<file path="src/rtl/bp_be_fp_aux_pipe_ctl.sv">
// Issue/writeback control around the auxiliary FP pipe: registers operands
// into the free-running aux datapath, tracks ops with a tag pipe, and catches
// results in a credit-protected FIFO. Also holds the sticky fflags for fcsr.

package bp_be_fp_aux_pipe_ctl_pkg;
   typedef enum logic [3:0] {
      e_op_fmin, e_op_fmax, e_op_feq, e_op_flt, e_op_fle, e_op_fsgnj,
      e_op_fsgnjn, e_op_fsgnjx, e_op_i2f, e_op_f2f, e_op_imvf
   } bp_be_fp_fu_op_e;

   typedef enum logic {e_pr_single = 1'b0, e_pr_double = 1'b1} bp_be_fp_pr_e;

   typedef enum logic [2:0] {
      e_rne = 3'b000, e_rtz = 3'b001, e_rdn = 3'b010, e_rup = 3'b011,
      e_rmm = 3'b100, e_dyn = 3'b111
   } rv64_frm_e;

   typedef struct packed {
      logic nv;
      logic dz;
      logic of;
      logic uf;
      logic nx;
   } rv64_fflags_s;
endpackage

module bp_be_fp_aux_pipe_ctl
   import bp_be_fp_aux_pipe_ctl_pkg::*;
#(
   parameter int latency_p     = 2,
   parameter int dword_width_p = 64,
   parameter int els_p         = 3
) (
   input  logic                     clk_i,
   input  logic                     reset_i,
   input  logic                     v_i,
   output logic                     ready_o,
   input  logic [dword_width_p-1:0] a_i,
   input  logic [dword_width_p-1:0] b_i,
   input  bp_be_fp_fu_op_e          op_i,
   input  bp_be_fp_pr_e             ipr_i,
   input  bp_be_fp_pr_e             opr_i,
   input  rv64_frm_e                rm_i,
   input  logic [4:0]               rd_addr_i,
   input  logic                     flush_i,
   output logic [dword_width_p-1:0] aux_a_o,
   output logic [dword_width_p-1:0] aux_b_o,
   output bp_be_fp_fu_op_e          aux_op_o,
   output bp_be_fp_pr_e             aux_ipr_o,
   output bp_be_fp_pr_e             aux_opr_o,
   output rv64_frm_e                aux_rm_o,
   input  logic [dword_width_p-1:0] aux_data_i,
   input  rv64_fflags_s             aux_eflags_i,
   output logic                     v_o,
   input  logic                     yumi_i,
   output logic [dword_width_p-1:0] data_o,
   output logic [4:0]               rd_addr_o,
   output logic [4:0]               eflags_o,
   input  logic                     fflags_w_v_i,
   input  logic [4:0]               fflags_i,
   output logic [4:0]               fflags_o
);

   localparam int occ_w = $clog2(els_p + 1);
   localparam int ptr_w = (els_p > 1) ? $clog2(els_p) : 1;

   logic [occ_w-1:0]         occ;
   logic                     acc, deq, push, full, empty;
   logic [latency_p-1:0]     vld_pipe;
   logic [4:0]               rd_pipe [latency_p];
   logic [dword_width_p-1:0] data_mem [els_p];
   logic [4:0]               flags_mem [els_p];
   logic [4:0]               rd_mem [els_p];
   logic [ptr_w-1:0]         wr_ptr, rd_ptr;
   logic [occ_w-1:0]         cnt;
   logic [4:0]               deq_flags;

   function automatic logic [ptr_w-1:0] ptr_inc(input logic [ptr_w-1:0] p);
      return (p == ptr_w'(els_p - 1)) ? '0 : p + ptr_w'(1);
   endfunction

   // Credits cover both the tag pipe and the FIFO, so a push can never overflow.
   assign ready_o   = ~reset_i & ~flush_i & (occ < occ_w'(els_p));
   assign acc       = v_i & ready_o;
   assign deq       = v_o & yumi_i & ~flush_i;
   assign push      = vld_pipe[latency_p-1];
   assign full      = (cnt == occ_w'(els_p));
   assign empty     = (cnt == '0);
   assign v_o       = ~empty;
   assign data_o    = empty ? '0 : data_mem[rd_ptr];
   assign rd_addr_o = empty ? '0 : rd_mem[rd_ptr];
   assign eflags_o  = empty ? '0 : flags_mem[rd_ptr];
   assign deq_flags = deq ? eflags_o : '0;

   // In-flight plus buffered op count; drives the credit check.
   always_ff @(posedge clk_i) begin
      if (reset_i | flush_i) occ <= '0;
      else                   occ <= occ + occ_w'(acc) - occ_w'(deq);
   end

   // Issue register: holds the last accepted op so the datapath input is stable.
   always_ff @(posedge clk_i) begin
      if (reset_i) begin
         aux_a_o   <= '0;
         aux_b_o   <= '0;
         aux_op_o  <= e_op_fmin;
         aux_ipr_o <= e_pr_single;
         aux_opr_o <= e_pr_single;
         aux_rm_o  <= e_rne;
      end else if (acc) begin
         aux_a_o   <= a_i;
         aux_b_o   <= b_i;
         aux_op_o  <= op_i;
         aux_ipr_o <= ipr_i;
         aux_opr_o <= opr_i;
         aux_rm_o  <= rm_i;
      end
   end

   // Tag valids shadow the datapath; last stage lines up with aux_data_i.
   always_ff @(posedge clk_i) begin
      if (reset_i | flush_i) vld_pipe <= '0;
      else begin
         vld_pipe[0] <= acc;
         for (int i = 1; i < latency_p; i++) vld_pipe[i] <= vld_pipe[i-1];
      end
   end

   // Destination tags need no reset; they are qualified by vld_pipe.
   always_ff @(posedge clk_i) begin
      rd_pipe[0] <= rd_addr_i;
      for (int i = 1; i < latency_p; i++) rd_pipe[i] <= rd_pipe[i-1];
   end

   // FIFO pointers and fill count; flush drops everything buffered.
   always_ff @(posedge clk_i) begin
      if (reset_i | flush_i) begin
         wr_ptr <= '0;
         rd_ptr <= '0;
         cnt    <= '0;
      end else begin
         if (push) wr_ptr <= ptr_inc(wr_ptr);
         if (deq)  rd_ptr <= ptr_inc(rd_ptr);
         cnt <= cnt + occ_w'(push) - occ_w'(deq);
      end
   end

   // FIFO storage.
   always_ff @(posedge clk_i) begin
      if (push) begin
         data_mem[wr_ptr]  <= aux_data_i;
         flags_mem[wr_ptr] <= aux_eflags_i;
         rd_mem[wr_ptr]    <= rd_pipe[latency_p-1];
      end
   end

   // Sticky flags: CSR write replaces, dequeued result flags OR in the same cycle.
   always_ff @(posedge clk_i) begin
      if (reset_i) fflags_o <= '0;
      else         fflags_o <= (fflags_w_v_i ? fflags_i : fflags_o) | deq_flags;
   end

   overflow_a: assert property (@(posedge clk_i) disable iff (reset_i) push |-> !full);

endmodule

</file>
<file path="config.mk">
export PLATFORM = sky130hd
export DESIGN_NAME = bp_be_fp_aux_pipe_ctl
export DESIGN_NICKNAME = d
export VERILOG_FILES = /design/src/rtl/bp_be_fp_aux_pipe_ctl.sv
export SDC_FILE = /design/constraint.sdc
export NUM_CORES = 1
export LEC_CHECK = 0
export ABC_AREA = 1
export CAP_MARGIN = 10
export CORE_UTILIZATION = 42
export DETAILED_ROUTE_END_ITERATION = 7
export PLACE_DENSITY = 0.78
export SYNTH_ARGS = -nofsm -noshare
export SYNTH_HDL_FRONTEND = slang
export SYNTH_SLANG_ARGS = --single-unit
export TNS_END_PERCENT = 10
</file>
<file path="constraint.sdc">
create_clock -name clk_i -period 6 [get_ports clk_i]
set_input_delay 1.2 -clock clk_i [delete_from_list [all_inputs] [get_ports clk_i]]
set_output_delay 1.2 -clock clk_i [all_outputs]
set_load 0.005 [all_outputs]
</file>
==> results of run 1 <==
worst register-to-register path, delay by kind of cell (launching register included):
kind                       cells  cell delay, ns
and+or+nand+nor                3            1.27
adders and majority gates      2            0.43
DFF                            1            0.35
AOI/OAI and AO/OA              1            0.15
buffers and inverters          1            0.05
state kept, by name (all words and copies together) (netlist names), named ones only:
name,cells
data_mem,192
rd_pipe,10
fflags_o,5
rd_mem,15
vld_pipe,2
cnt,2
rd_ptr,2
aux_opr_o,1
flags_mem,15
wr_ptr,2
aux_rm_o,3
occ,2
aux_b_o,64
aux_a_o,64
aux_ipr_o,1
aux_op_o,4
through the flow:
step	instances	total power, mW
final	2215	5.754
after global placement	2140	3.247
after CTS	2212	5.804
after floorplan	1327	3.007
after detailed placement	2140	3.255
after global routing	2215	5.938
area by class of cell:
class	instances	area (sq um)
timing repair buffer	451	4482
clock inverter	21	264.0
sequential	386	9951
tap	448	560.5
inverter	86	330.3
antenna	3	7.507
clock buffer	51	1104
fill	2577	13180
multi-input combinational	769	3573
kinds of logic after synthesis:
family	count (synthesis)
multiplexers	5
XOR/XNOR	2
AO/OA/AOI/OAI	218
AND/OR/NAND/NOR	540
buffers and inverters	172
flip-flops	386
adder cells (fa/ha/maj)	4
routing by layer:
metal / share of wire, % / global-route usage (%) / vias up
li1: - / - / 5301
met3: 7.8 / 5.393 / 90
met5: 0 / 0 / -
met2: 50 / 35.94 / 433
met1: 38 / 24.64 / 5228
met4: 4.7 / 11.70 / 0
cell usage in the layout (no fill, tap or decap), drive strengths merged:
cell type / synthesis / routed
dfxtp: 164 / 164
nor3: 3 / 3
o21ai: 2 / 2
and2: 5 / 5
a21oi: 147 / 147
nor2: 20 / 20
inv: 86 / 86
edfxtp: 222 / 222
clkbuf: 34 / 51
xnor2: 2 / 2
mux2i: 5 / 5
clkinv: 0 / 14
nand3: 81 / 81
bufinv: 0 / 6
ha: 4 / 4
clkdlybuf4s50: 0 / 438
clkinvlp: 0 / 1
diode: 0 / 3
or2: 2 / 2
o211ai: 69 / 69
buf: 52 / 13
nand2: 429 / 429
final timing paths:
path | startpoint | to | cells past startpoint
min | rd_pipe[0][4] | rd_pipe[0][9] | 0
min reg2reg | rd_pipe[0][4] | rd_pipe[0][9] | 0
max | flop | data_o[56] | 7
max reg2reg | cnt[1] | occ[1] | 7
power by group through the flow:
| stage | registers, mW | clock network [mW] | logic (mW) |
|---|---|---|---|
| 2_1_floorplan | 2.92 | 0 | 0.0906 |
| 3_3_place_gp | 2.91 | 0 | 0.334 |
| 3_5_place_dp | 2.92 | 0 | 0.340 |
| 4_1_cts | 2.86 | 2.60 | 0.343 |
| 5_1_grt | 2.86 | 2.71 | 0.371 |
| 6_report | 2.86 | 2.55 | 0.343 |
==> flow_summary.ini, run 1 <==
[run_status]
outcome = finished, violations left
violations = DRC

[worst_setup_path]
crit_fanout = 45
cp-end-kind = output pin
setup.worst_path.class = reg -> out
start_kind = flop
critical_path.top_delay_family = buffers and inverters
cpPeakStageDelay_ns = 0.64
crit_chain = inv_2, buf_4, nand2_1, nand3_1, o211ai_1, inv_1, clkdlybuf4s50_1
reg2reg_slack_ns = 3.69
crit_slowest_cell = inv_2
arrival_ns = 2.96
worst-path-buf-inv = 4
worst_ep_required_time_ns = 4.80

[final_layout]
drive_gt1_share_pct = 4.932
final_nets = 1960
final_cell_area_sq_mm = 0.02027
final_core_util_pct = 60.61
area_growth_pct = 42.13

[grt]
grt_pass1_vias = 10420
antenna_found_initial = 3
grt_max_degree = 112
track_usage_pct = 21.23
grt_pass1_wl_microns = 56100
grt-ovfl-total = 0

[synthesis]
syn_nets = 1553
synth.area.top_cells = edfxtp_1 (47%), dfxtp_1 (23%), nand2_1 (11%)
synth_flop_cell = edfxtp_1
synth.most_common_cell = nand2_1
synth_seq_cells = 386
yosysWarnings = 0
synth_compound_area_share_pct = 8.860
synth_top_family_by_area = simple AND/OR/NAND/NOR gates
syn_inst = 1327
syn_area_sq_mm = 0.01426
seq_area_frac_synth_pct = 69.76
synth_mux_area_share_pct = 0.3509
yosys.area.top_type = edfxtp_1
avgSynthCellArea_sq_um = 10.75
yosys.area.top_type_share_pct = 46.74
async_flop_share_pct = 0
synthAdderAreaFrac_pct = 0.3509
synth_xor_area_share_pct = 0.1228
synth.distinct_cells = 24
synthSimpleGateAreaFrac_pct = 15.29
synth_edf_count = 222
synthTopCellsByCount = nand2_1 (429), edfxtp_1 (222), dfxtp_1 (164)

[sta]
finalClockSkew_ns = 0.01594
tightest_slew_ns = 1.155
relSlewSlack_pct = 22.99
setup_viol = 0
whs_ns = 0.3255
hold_viol = 0
grt_setup_unrepaired = no
timing.final.crit_share_pct = 69.34
post-route-min-period_ns = 4.160
tns_ns = 0
setup_ws_ns = 1.840
fmax_ghz = 0.2404
slew_viol_final = 0

[place]
post_dp_cell_area_sq_mm = 0.01890
place_congestion = 0.7903
dp_hpwl_microns = 25510
portBuffers = 439
dp_slack_ns = 2.273

[routing]
ant_nets = 0
wl_per_cell_microns = 17.85
drc = 2
routed-via-count = 11050
drt_wl_total_microns = 39540
viasPerCell = 4.990
drt_iter0_markers = 666
dr.pass1.iters = 7

[clocking]
clock_latency_ns = 0.53
cts_resized = 0
root_buffer = clkbuf_16
htree_levels = 2
ctsHoldBuffers = 0
clockBufferDepth = 3
cts_setup_buffers = 0
cts.clk_slew.worst_paths_ns = 0.06
cts.sinks = 386
tritoncts = done
cts_buffers = 40

[die]
coreArea_sq_mm = 0.03345
num_io_pins = 440
fp.dieW_microns = 186.3
die_area_sq_mm = 0.03470
rows = 67
die-height_microns = 186.3
start_util_pct = 42.64

[power]
intPower_mw = 4.611
clockPowerShare_pct = 44.4
p_per_area_mw_per_mm2 = 283.9
p_comb_share_pct = 6.0
swShare_pct = 19.87
p_seq_share_pct = 49.7
leakage_nw = 7.604
p_switching_mw = 1.144
irDropWorstVdd_v = 0.0002618

[run]
maxCapViolCount = 0

[min_path]
hold_class = reg -> reg
No activity file was read; power rests on OpenSTA's default activity.
==> run 2: changes to the inputs <==
- CORE_UTILIZATION: 42 -> 47
- PLACE_DENSITY: 0.78 -> 0.82
- clock period: 6 -> 4.3 ns (I/O delays scaled with it)
==> flow_summary.ini, run 2 (synthesis gave the netlist of run 1 again) <==
[routing]
drt_wl_total_microns = 39890
routed-via-count = 11030
drt_iter0_markers = 687
ant_nets = 0
dr.pass1.iters = 5
wl_per_cell_microns = 18.43
drc = 0
viasPerCell = 5.096

[clocking]
root_buffer = clkbuf_16
htree_levels = 2
cts_buffers = 40
cts.clk_slew.worst_paths_ns = 0.06
cts.sinks = 386
clock_latency_ns = 0.53
tritoncts = done
clockBufferDepth = 3
ctsHoldBuffers = 0
cts_setup_buffers = 0
cts_resized = 0

[sta]
post-route-min-period_ns = 3.781
grt_setup_unrepaired = no
slew_viol_final = 0
timing.final.crit_share_pct = 87.94
finalClockSkew_ns = 0.01857
relSlewSlack_pct = 24.99
tightest_slew_ns = 1.124
hold_viol = 0
setup_ws_ns = 0.5186
fmax_ghz = 0.2645
setup_viol = 0
tns_ns = 0

[worst_setup_path]
cp-end-kind = output pin
r2r-start = wr_ptr[1]
setup.worst_path.class = reg -> out
r2r_cells = 4
start_kind = flop
crit_fanout = 56
reg2reg_to = data_mem[1][24]
worst_ep_required_time_ns = 3.44
arrival_ns = 2.92
reg2reg_slack_ns = 1.99

[power]
leakage_nw = 7.650
p_switching_mw = 1.638
irDropWorstVdd_v = 0.0003027
intPower_mw = 6.414
p_seq_share_pct = 49.5
clockPowerShare_pct = 44.4
p_per_area_mw_per_mm2 = 396.9
swShare_pct = 20.35
p_comb_share_pct = 6.0

[grt]
antenna_found_initial = 5
grt_pass1_wl_microns = 59140
grt_pass1_vias = 10600
grt-ovfl-total = 0
grt_max_degree = 91
track_usage_pct = 24.65

[place]
dp_slack_ns = 1.025
portBuffers = 439
place_congestion = 0.8259
dp_hpwl_microns = 26550

[die]
die-height_microns = 176.2
die_area_sq_mm = 0.03105
rows = 63
coreArea_sq_mm = 0.02972
fp.dieW_microns = 176.2
start_util_pct = 47.99
num_io_pins = 440

[final_layout]
top_register = data_mem
layout_common_cells = clkdlybuf4s50_1 (438), nand2_1 (429), edfxtp_1 (222)
reg_top3 = data_mem (192), aux_a_o (64), aux_b_o (64)
largest_register_ffs = 192
drive_gt1_share_pct = 5.311
final_common_cell = clkdlybuf4s50_1
area_growth_pct = 42.27
final_nets = 1965

[min_path]
min-delay-start = rd_pipe[0][3]
hold_class = reg -> reg
hold_path_end = rd_pipe[0][8]
hold_depth = 0

[run_status]
outcome = complete, no violations

[run]
maxCapViolCount = 0
## run 2: cell types whose count changed in the layout (fill, tap and decap cells not counted)
cell | before | now
buf_12 | 0 | 3
clkinv_2 | 7 | 10
clkinv_8 | 0 | 3
buf_4 | 13 | 15
clkinv_1 | 5 | 3
diode_2 | 3 | 5
inv_6 | 2 | 0
clkbuf_1 | 6 | 7
clkbuf_16 | 41 | 40
clkinv_4 | 2 | 1
clkinvlp_2 | 1 | 0
clkinvlp_4 | 0 | 1
## run 2: routing by layer
layer  up-vias  GRT usage [%]  wire, microns
met3        96          5.642           2904
met1      5156          30.19          15510
li1       5318              -              -
met2       460          41.60          19940
met5         -              0             13
met4         2          10.80           1530
## run 2: how the worst max path moves through the flow
stage	from	endpoint	slack (ns)	cells past startpoint
floorplan	wr_ptr[1]	data_mem[2][0]	0.53	2
global placement	cnt[1]	data_o[5]	1.09	7
detailed placement	cnt[1]	data_o[61]	1.03	7
CTS	cnt[1]	data_o[57]	0.46	7
global route	cnt[1]	data_o[58]	0.34	7
finish	cnt[1]	data_o[63]	0.52	7
## run 2: worst max-delay path, cell delays in order, from the launching register on
cell,delay [ns]
dfxtp_1,0.36
nor2_2,0.05
buf_4,0.16
inv_2,0.77
buf_4,0.33
o211ai_1,0.14
inv_1,0.09
clkdlybuf4s50_1,0.49
## run 2: final cells by class
| class | count | area (sq um) |
|---|---|---|
| Timing Repair Buffer | 456 | 4557 |
| Tap cell | 390 | 488.0 |
| Clock buffer | 51 | 1082 |
| Multi-Input combinational cell | 769 | 3573 |
| Inverter | 86 | 330.3 |
| Antenna cell | 5 | 12.51 |
| Sequential cell | 386 | 9951 |
| Clock inverter | 22 | 296.5 |
| Fill cell | 2150 | 9427 |
## run 2: power groups by stage
stage	sequential, mW	combinational (mW)	clock, mW
global route	3.99	0.520	3.79
global placement	4.06	0.474	0
finish	3.99	0.486	3.58
CTS	3.99	0.488	3.64
detailed placement	4.07	0.483	0
floorplan	4.07	0.126	0
## run 2: stage by stage
| step | std cells | power (mW) | hold WS (ns) | area [sq um] | utilization [%] |
|---|---|---|---|---|---|
| 3_3_place_gp | 2087 | 4.539 | 0.3098 | 18900 | 63.60 |
| 4_1_cts | 2160 | 8.116 | 0.3267 | 20280 | 68.24 |
| 2_1_floorplan | 1327 | 4.196 | 0.3096 | 14270 | - |
| 5_1_grt | 2164 | 8.305 | 0.3462 | 20290 | 68.27 |
| 6_report | 2165 | 8.052 | 0.3279 | 20290 | 68.28 |
| 3_5_place_dp | 2087 | 4.551 | 0.3121 | 18900 | 63.60 |
